--- config.mk ---
export PLATFORM = sky130hd
export DESIGN_NAME = bram_port_arbiter
export DESIGN_NICKNAME = d
export VERILOG_FILES = /design/src/rtl/bram_port_arbiter.sv
export SDC_FILE = /design/constraint.sdc
export NUM_CORES = 1
export LEC_CHECK = 0
export CAP_MARGIN = 20
export CELL_PAD_IN_SITES_DETAIL_PLACEMENT = 1
export CELL_PAD_IN_SITES_GLOBAL_PLACEMENT = 1
export CORE_AREA = 2 2 223 225
export CTS_CLUSTER_DIAMETER = 100
export DETAILED_ROUTE_END_ITERATION = 12
export DIE_AREA = 0 0 225 227
export PLACE_DENSITY_LB_ADDON = 0.08
export SLEW_MARGIN = 25
export SYNTH_ARGS = -nofsm -noshare
export SYNTH_HDL_FRONTEND = slang
export SYNTH_SLANG_ARGS = --single-unit
--- constraint.sdc ---
create_clock -name clk -period 2.55 [get_ports clk]
set_input_delay 0.51 -clock clk [delete_from_list [all_inputs] [get_ports clk]]
set_output_delay 0.51 -clock clk [all_outputs]
set_load 0.01 [all_outputs]
--- src/rtl/bram_port_arbiter.sv ---
// ---------------------------------------------------------------------------
// bram_port_arbiter
//
// Shares one single-port block RAM between num_req requesters. A round-robin
// arbiter picks at most one requester per cycle. The accepted command is
// registered onto the RAM port, and read completions are strobed back two
// cycles after acceptance. Back-to-back acceptance is supported every cycle.
//
// Ports
//   clk       : clock, all logic on the rising edge
//   reset     : synchronous active-high reset
//   req       : per-requester request, held with its fields until ack
//   req_wr    : per-requester command type (1 = write, 0 = read)
//   req_addr  : packed per-requester addresses, [i*address_width +: address_width]
//   req_din   : packed per-requester write data, [i*data_width +: data_width]
//   ack       : one-hot-or-zero acceptance, combinational
//   rvalid    : one-hot-or-zero read-data strobe, two cycles after acceptance
//   rdata     : shared read data (ram_dout passed through)
//   ram_wr    : registered RAM write enable
//   ram_addr  : registered RAM address
//   ram_din   : registered RAM write data
//   ram_dout  : RAM read data, valid the cycle after the address is sampled
// ---------------------------------------------------------------------------
module bram_port_arbiter #(
    parameter int data_width    = 72,
    parameter int address_width = 10,
    parameter int num_req       = 4
) (
    input  logic                               clk,
    input  logic                               reset,
    input  logic [num_req-1:0]                 req,
    input  logic [num_req-1:0]                 req_wr,
    input  logic [num_req*address_width-1:0]   req_addr,
    input  logic [num_req*data_width-1:0]      req_din,
    output logic [num_req-1:0]                 ack,
    output logic [num_req-1:0]                 rvalid,
    output logic [data_width-1:0]              rdata,
    output logic                               ram_wr,
    output logic [address_width-1:0]           ram_addr,
    output logic [data_width-1:0]              ram_din,
    input  logic [data_width-1:0]              ram_dout
);

    localparam int              IDX_W    = (num_req > 1) ? $clog2(num_req) : 1;
    localparam logic [IDX_W-1:0] LAST_IDX = IDX_W'(num_req - 1);

    logic [IDX_W-1:0]         last_grant;
    logic [IDX_W-1:0]         cand;
    logic [IDX_W-1:0]         grant_idx;
    logic                     grant_found;
    logic                     xfer;

    logic                     sel_wr;
    logic [address_width-1:0] sel_addr;
    logic [data_width-1:0]    sel_din;

    logic                     ram_wr_p1;
    logic [address_width-1:0] ram_addr_p1;
    logic [data_width-1:0]    ram_din_p1;
    logic                     vld_p1;
    logic [IDX_W-1:0]         rd_id_p1;

    logic                     vld_p2;
    logic [IDX_W-1:0]         rd_id_p2;

    // Round-robin search: walk forward from the requester after last_grant,
    // wrapping at num_req-1, and take the first active request.
    always_comb begin
        cand        = last_grant;
        grant_found = 1'b0;
        grant_idx   = last_grant;
        for (int k = 0; k < num_req; k++) begin
            cand = (cand == LAST_IDX) ? '0 : cand + 1'b1;
            if (!grant_found && req[cand]) begin
                grant_found = 1'b1;
                grant_idx   = cand;
            end
        end
    end

    assign xfer = grant_found && !reset;

    // Fetch the winning requester's command fields.
    always_comb begin
        sel_wr   = 1'b0;
        sel_addr = '0;
        sel_din  = '0;
        for (int i = 0; i < num_req; i++) begin
            if (grant_idx == IDX_W'(i)) begin
                sel_wr   = req_wr[i];
                sel_addr = req_addr[i*address_width +: address_width];
                sel_din  = req_din[i*data_width +: data_width];
            end
        end
    end

    always_comb begin
        ack    = '0;
        rvalid = '0;
        for (int i = 0; i < num_req; i++) begin
            ack[i]    = xfer && (grant_idx == IDX_W'(i));
            rvalid[i] = vld_p2 && (rd_id_p2 == IDX_W'(i));
        end
    end

    // ---- stage 1: arbitration state and RAM-port command register ----
    always_ff @(posedge clk) begin
        if (reset) begin
            last_grant  <= LAST_IDX;
            ram_wr_p1   <= 1'b0;
            ram_addr_p1 <= '0;
            ram_din_p1  <= '0;
            vld_p1      <= 1'b0;
            rd_id_p1    <= '0;
        end else if (xfer) begin
            last_grant  <= grant_idx;
            ram_wr_p1   <= sel_wr;
            ram_addr_p1 <= sel_addr;
            ram_din_p1  <= sel_din;
            vld_p1      <= !sel_wr;
            rd_id_p1    <= grant_idx;
        end else begin
            // Idle cycle: no write, address/data hold to avoid RAM toggling.
            ram_wr_p1   <= 1'b0;
            vld_p1      <= 1'b0;
        end
    end

    // ---- stage 2: pending read-valid, aligned with ram_dout ----
    always_ff @(posedge clk) begin
        if (reset) begin
            vld_p2   <= 1'b0;
            rd_id_p2 <= '0;
        end else begin
            vld_p2   <= vld_p1;
            rd_id_p2 <= rd_id_p1;
        end
    end

    assign ram_wr   = ram_wr_p1;
    assign ram_addr = ram_addr_p1;
    assign ram_din  = ram_din_p1;
    assign rdata    = ram_dout;

endmodule

==> flow_summary.json <==
{
  "yosysUniqueCellTypes": 49,
  "crit_path_setup_slack_layout_ns": -0.362,
  "drt_first_pass_iters": 4,
  "power-per-cell-area_nw_per_um2": 1380,
  "synth_area_um2": 6080,
  "failed_checks": "negative setup slack",
  "synth_warnings": 0,
  "initial_core_util": 0.125,
  "synth_edf_count": 0,
  "die_w_um": 225,
  "synth.top_cell.area_share": 0.300,
  "cts_tree": "yes",
  "worstSetupStartpoint": "last_grant[0]$_SDFFE_PP1N_",
  "setup.worst_path.start_class": "flop",
  "path_cells": "ha_4 > buf_6 > buf_6 > nor4bb_2 > or4_4 > o21ai_4 > o211a_4 > nand2_4 > nor2b_1 > buf_2",
  "grt_start_max_net_pins": 46,
  "floorplan.core_area_um2": 48500,
  "num_rows": 81,
  "tritoncts.num_buffers": 9,
  "post-route-period-util": 1.14,
  "postRouteAntennaNets": 0,
  "yosysMostFrequentCell": "sky130_fd_sc_hd__mux2i_1",
  "post-dp-hpwl_um": 25200,
  "drt-vias-per-instance": 3.96,
  "total_congestion_overflow": 0,
  "postSynthRegisterBits": 91,
  "dieArea_um2": 51100,
  "clkSlewWorstSetupHoldPaths_ns": 0.07,
  "holdCritStartpoint": "vld_p1$_SDFF_PP0_",
  "clk_latency_ns": 0.37,
  "hold_slack_ns": 0.438,
  "worst_path_largest_cell_delay_ns": 0.55,
  "timing_hold_violations_final": 0,
  "wirelength_um": 35200,
  "setup_viol_count_final": 86,
  "worst_r2r_path_cells": 15,
  "clk_root_buffer_cell": "sky130_fd_sc_hd__clkbuf_16",
  "timing.critical_path.to_type": "output pin",
  "grt_first_pass_wirelength_um": 48900,
  "outcome": "finished, violations left",
  "detail_route.drc_violations": 0,
  "grt_antenna_before_repair": 7,
  "dieHeight_um": 227,
  "rsz_0062_raised_after_global_routing": "true",
  "critical-path-slowest-cell": "sky130_fd_sc_hd__or4_4",
  "dp_slack_ns": -0.851,
  "fmaxAchievable_mhz": 343,
  "post-synth-top-area-cell": "sky130_fd_sc_hd__dfxtp_1",
  "leakage_nw": 4.60,
  "synthTopCellsByCount": "sky130_fd_sc_hd__mux2i_1, sky130_fd_sc_hd__dfxtp_1, sky130_fd_sc_hd__o221ai_1, sky130_fd_sc_hd__buf_4, sky130_fd_sc_hd__nand2_1",
  "cp.arrival_ns": 2.40,
  "worst_r2r_startpoint": "last_grant[0]$_SDFFE_PP1N_",
  "tightest_slew_ns": 0.570,
  "clock-skew-final_ns": 0.0138,
  "synth_sequential_area_ratio": 0.300,
  "routed_wire_length_per_instance_um": 21.1,
  "vias_in_the_first_global_route": 7269,
  "cts-root-to-sink-buffers": 2,
  "finalWeightedCongestion": 0.715,
  "globalRouteTotalUtil": 0.133,
  "vdd_ir_drop_max_uv": 385,
  "worstPathMaxFanout": 5,
  "timing.final.crit_period_ns": 2.91,
  "synth_fp_nets": 1041,
  "via_count": 6604,
  "layout.filler_cells": 5445,
  "cts.htree.levels": 3,
  "leading_register_cell_type_out_of_synthesis": "sky130_fd_sc_hd__dfxtp_1",
  "worst_hold_path_type": "reg -> reg",
  "slew_violations": 0,
  "setup.worst_path.end": "ack[3]",
  "critical_path.reg2reg.endpoint": "ram_din[2]$_SDFFE_PP0N_",
  "initialDrtViolationCount": 157,
  "drive_above_1_share": 0.191,
  "worstPathRequired_ns": 2.04,
  "synth_area_per_cell_um2": 9.65,
  "max_cap_viols": 0,
  "synth.top_cells.by_area": "sky130_fd_sc_hd__dfxtp_1, sky130_fd_sc_hd__mux2i_1, sky130_fd_sc_hd__o221ai_1, sky130_fd_sc_hd__buf_4, sky130_fd_sc_hd__nand2_1",
  "syn_to_final_growth_pct": 106,
  "register_to_register_setup_slack_ns": -0.28,
  "maxSlewHeadroom": 0.618,
  "async_flop_share": 0,
  "final.setup.tns_ns": -17.04,
  "finish.net_count": 1452,
  "port_buffers": 428,
  "synthesis.instances": 630,
  "setup_crit_path_kind": "reg -> out",
  "critical_path.most_common_cell": "sky130_fd_sc_hd__buf_6",
  "pin_count": 573,
  "clock_sinks": 91
}
[cells by family after synthesis]
family          Yosys count  share of synthesized area
xor+xnor                  1                    0.00144
fa+ha+maj                 1                    0.00206
flops                    91                      0.300
buf+inv                 128                      0.155
simple gates            133                      0.114
mux                     171                      0.282
compound gates          105                      0.146
[critical path: cells and delay by family, from the launching register on]
family	cells	cell delay (ns)
AOI/OAI and AO/OA	2	0.28
buffers and inverters	3	0.35
adders and majority gates	1	0.30
and+or+nand+nor	4	0.76
DFF	1	0.34
[worst min path at each step]
stage / end / slack, ns / cells past startpoint
final: vld_p2$_SDFF_PP0_ / 0.44 / 1
after CTS: vld_p2$_SDFF_PP0_ / 0.44 / 1
after detailed placement: vld_p2$_SDFF_PP0_ / 0.43 / 1
after global placement: vld_p2$_SDFF_PP0_ / 0.43 / 1
after floorplan: vld_p2$_SDFF_PP0_ / 0.41 / 1
after global routing: vld_p2$_SDFF_PP0_ / 0.46 / 1
[state kept, by name, indices dropped and copies added (netlist names)]
signal / count
vld_p2: 1
last_grant: 2
rd_id_p2: 2
ram_addr: 10
vld_p1: 1
ram_din: 72
ram_wr: 1
rd_id_p1: 2
[power by group]
group / leakage, nW / switching [mW] / internal [mW]
combinational: 3.71 / 5.72 / 7.85
sequential: 0.756 / 0.286 / 2.02
clock: 0.135 / 0.651 / 0.780
[through the flow]
| step | cells | area, um^2 | power (mW) | util |
|---|---|---|---|---|
| finish | 1669 | 12500 | 17.3 | 0.257 |
| global route | 1668 | 12500 | 18.5 | 0.257 |
| CTS | 1670 | 12200 | 17.2 | 0.251 |
| detailed placement | 1610 | 10800 | 11.5 | 0.223 |
| global placement | 1610 | 10800 | 11.5 | 0.223 |
| floorplan | 630 | 6110 | 7.91 | - |
[layer usage]
| layer | global-route usage | share of wire |
|---|---|---|
| met3 | 0.0581 | 0.098 |
| met4 | 0.0382 | 0.015 |
| met2 | 0.240 | 0.51 |
| met5 | 0 | 0.0019 |
| met1 | 0.139 | 0.37 |
[layout make-up]
type                    instances  area, um^2  area share
multi-input cells             411        3910       0.313
clock inverters                 2        37.5     0.00300
flip-flops and latches         91        1820       0.146
clock buffers                  12         246      0.0197
diodes                          3        7.51    0.000601
repair buffers                528        5690       0.455
well taps                     622         778      0.0623
[layout by cell type (no fill, tap or decap), types with 2 or more instances in the layout]
cell type	instances
sky130_fd_sc_hd__buf_12	22
sky130_fd_sc_hd__buf_2	4
sky130_fd_sc_hd__mux2i_4	23
sky130_fd_sc_hd__nor2_1	9
sky130_fd_sc_hd__buf_4	39
sky130_fd_sc_hd__mux2i_2	21
sky130_fd_sc_hd__clkbuf_1	2
sky130_fd_sc_hd__clkbuf_16	11
sky130_fd_sc_hd__mux2i_1	126
sky130_fd_sc_hd__dfxtp_2	2
sky130_fd_sc_hd__o211ai_1	3
sky130_fd_sc_hd__clkdlybuf4s50_1	421
sky130_fd_sc_hd__buf_6	17
sky130_fd_sc_hd__o21ai_0	2
sky130_fd_sc_hd__o221ai_1	69
sky130_fd_sc_hd__a21oi_1	2
sky130_fd_sc_hd__nor2_2	3
sky130_fd_sc_hd__nand2_2	2
sky130_fd_sc_hd__nor2b_1	6
sky130_fd_sc_hd__nand2b_1	6
sky130_fd_sc_hd__a211o_1	2
sky130_fd_sc_hd__dfxtp_1	89
sky130_fd_sc_hd__buf_16	12
sky130_fd_sc_hd__nand2_1	65
sky130_fd_sc_hd__o221ai_2	13
sky130_fd_sc_hd__o21ai_4	2
sky130_fd_sc_hd__dlymetal6s2s_1	2
sky130_fd_sc_hd__nand3b_1	23
sky130_fd_sc_hd__diode_2	3
sky130_fd_sc_hd__buf_8	8
[timing repair]
action | in CTS | in global routing
buffers inserted | 33 | 10
cloned | 15 | 3
hold buffers | 0 | 0
hold endpoints to repair | 0 | 0
gates resized for setup | 114 | 90
setup endpoints to repair | 86 | 90
pin swaps | 43 | 31
(Power assumes the default switching activity.)
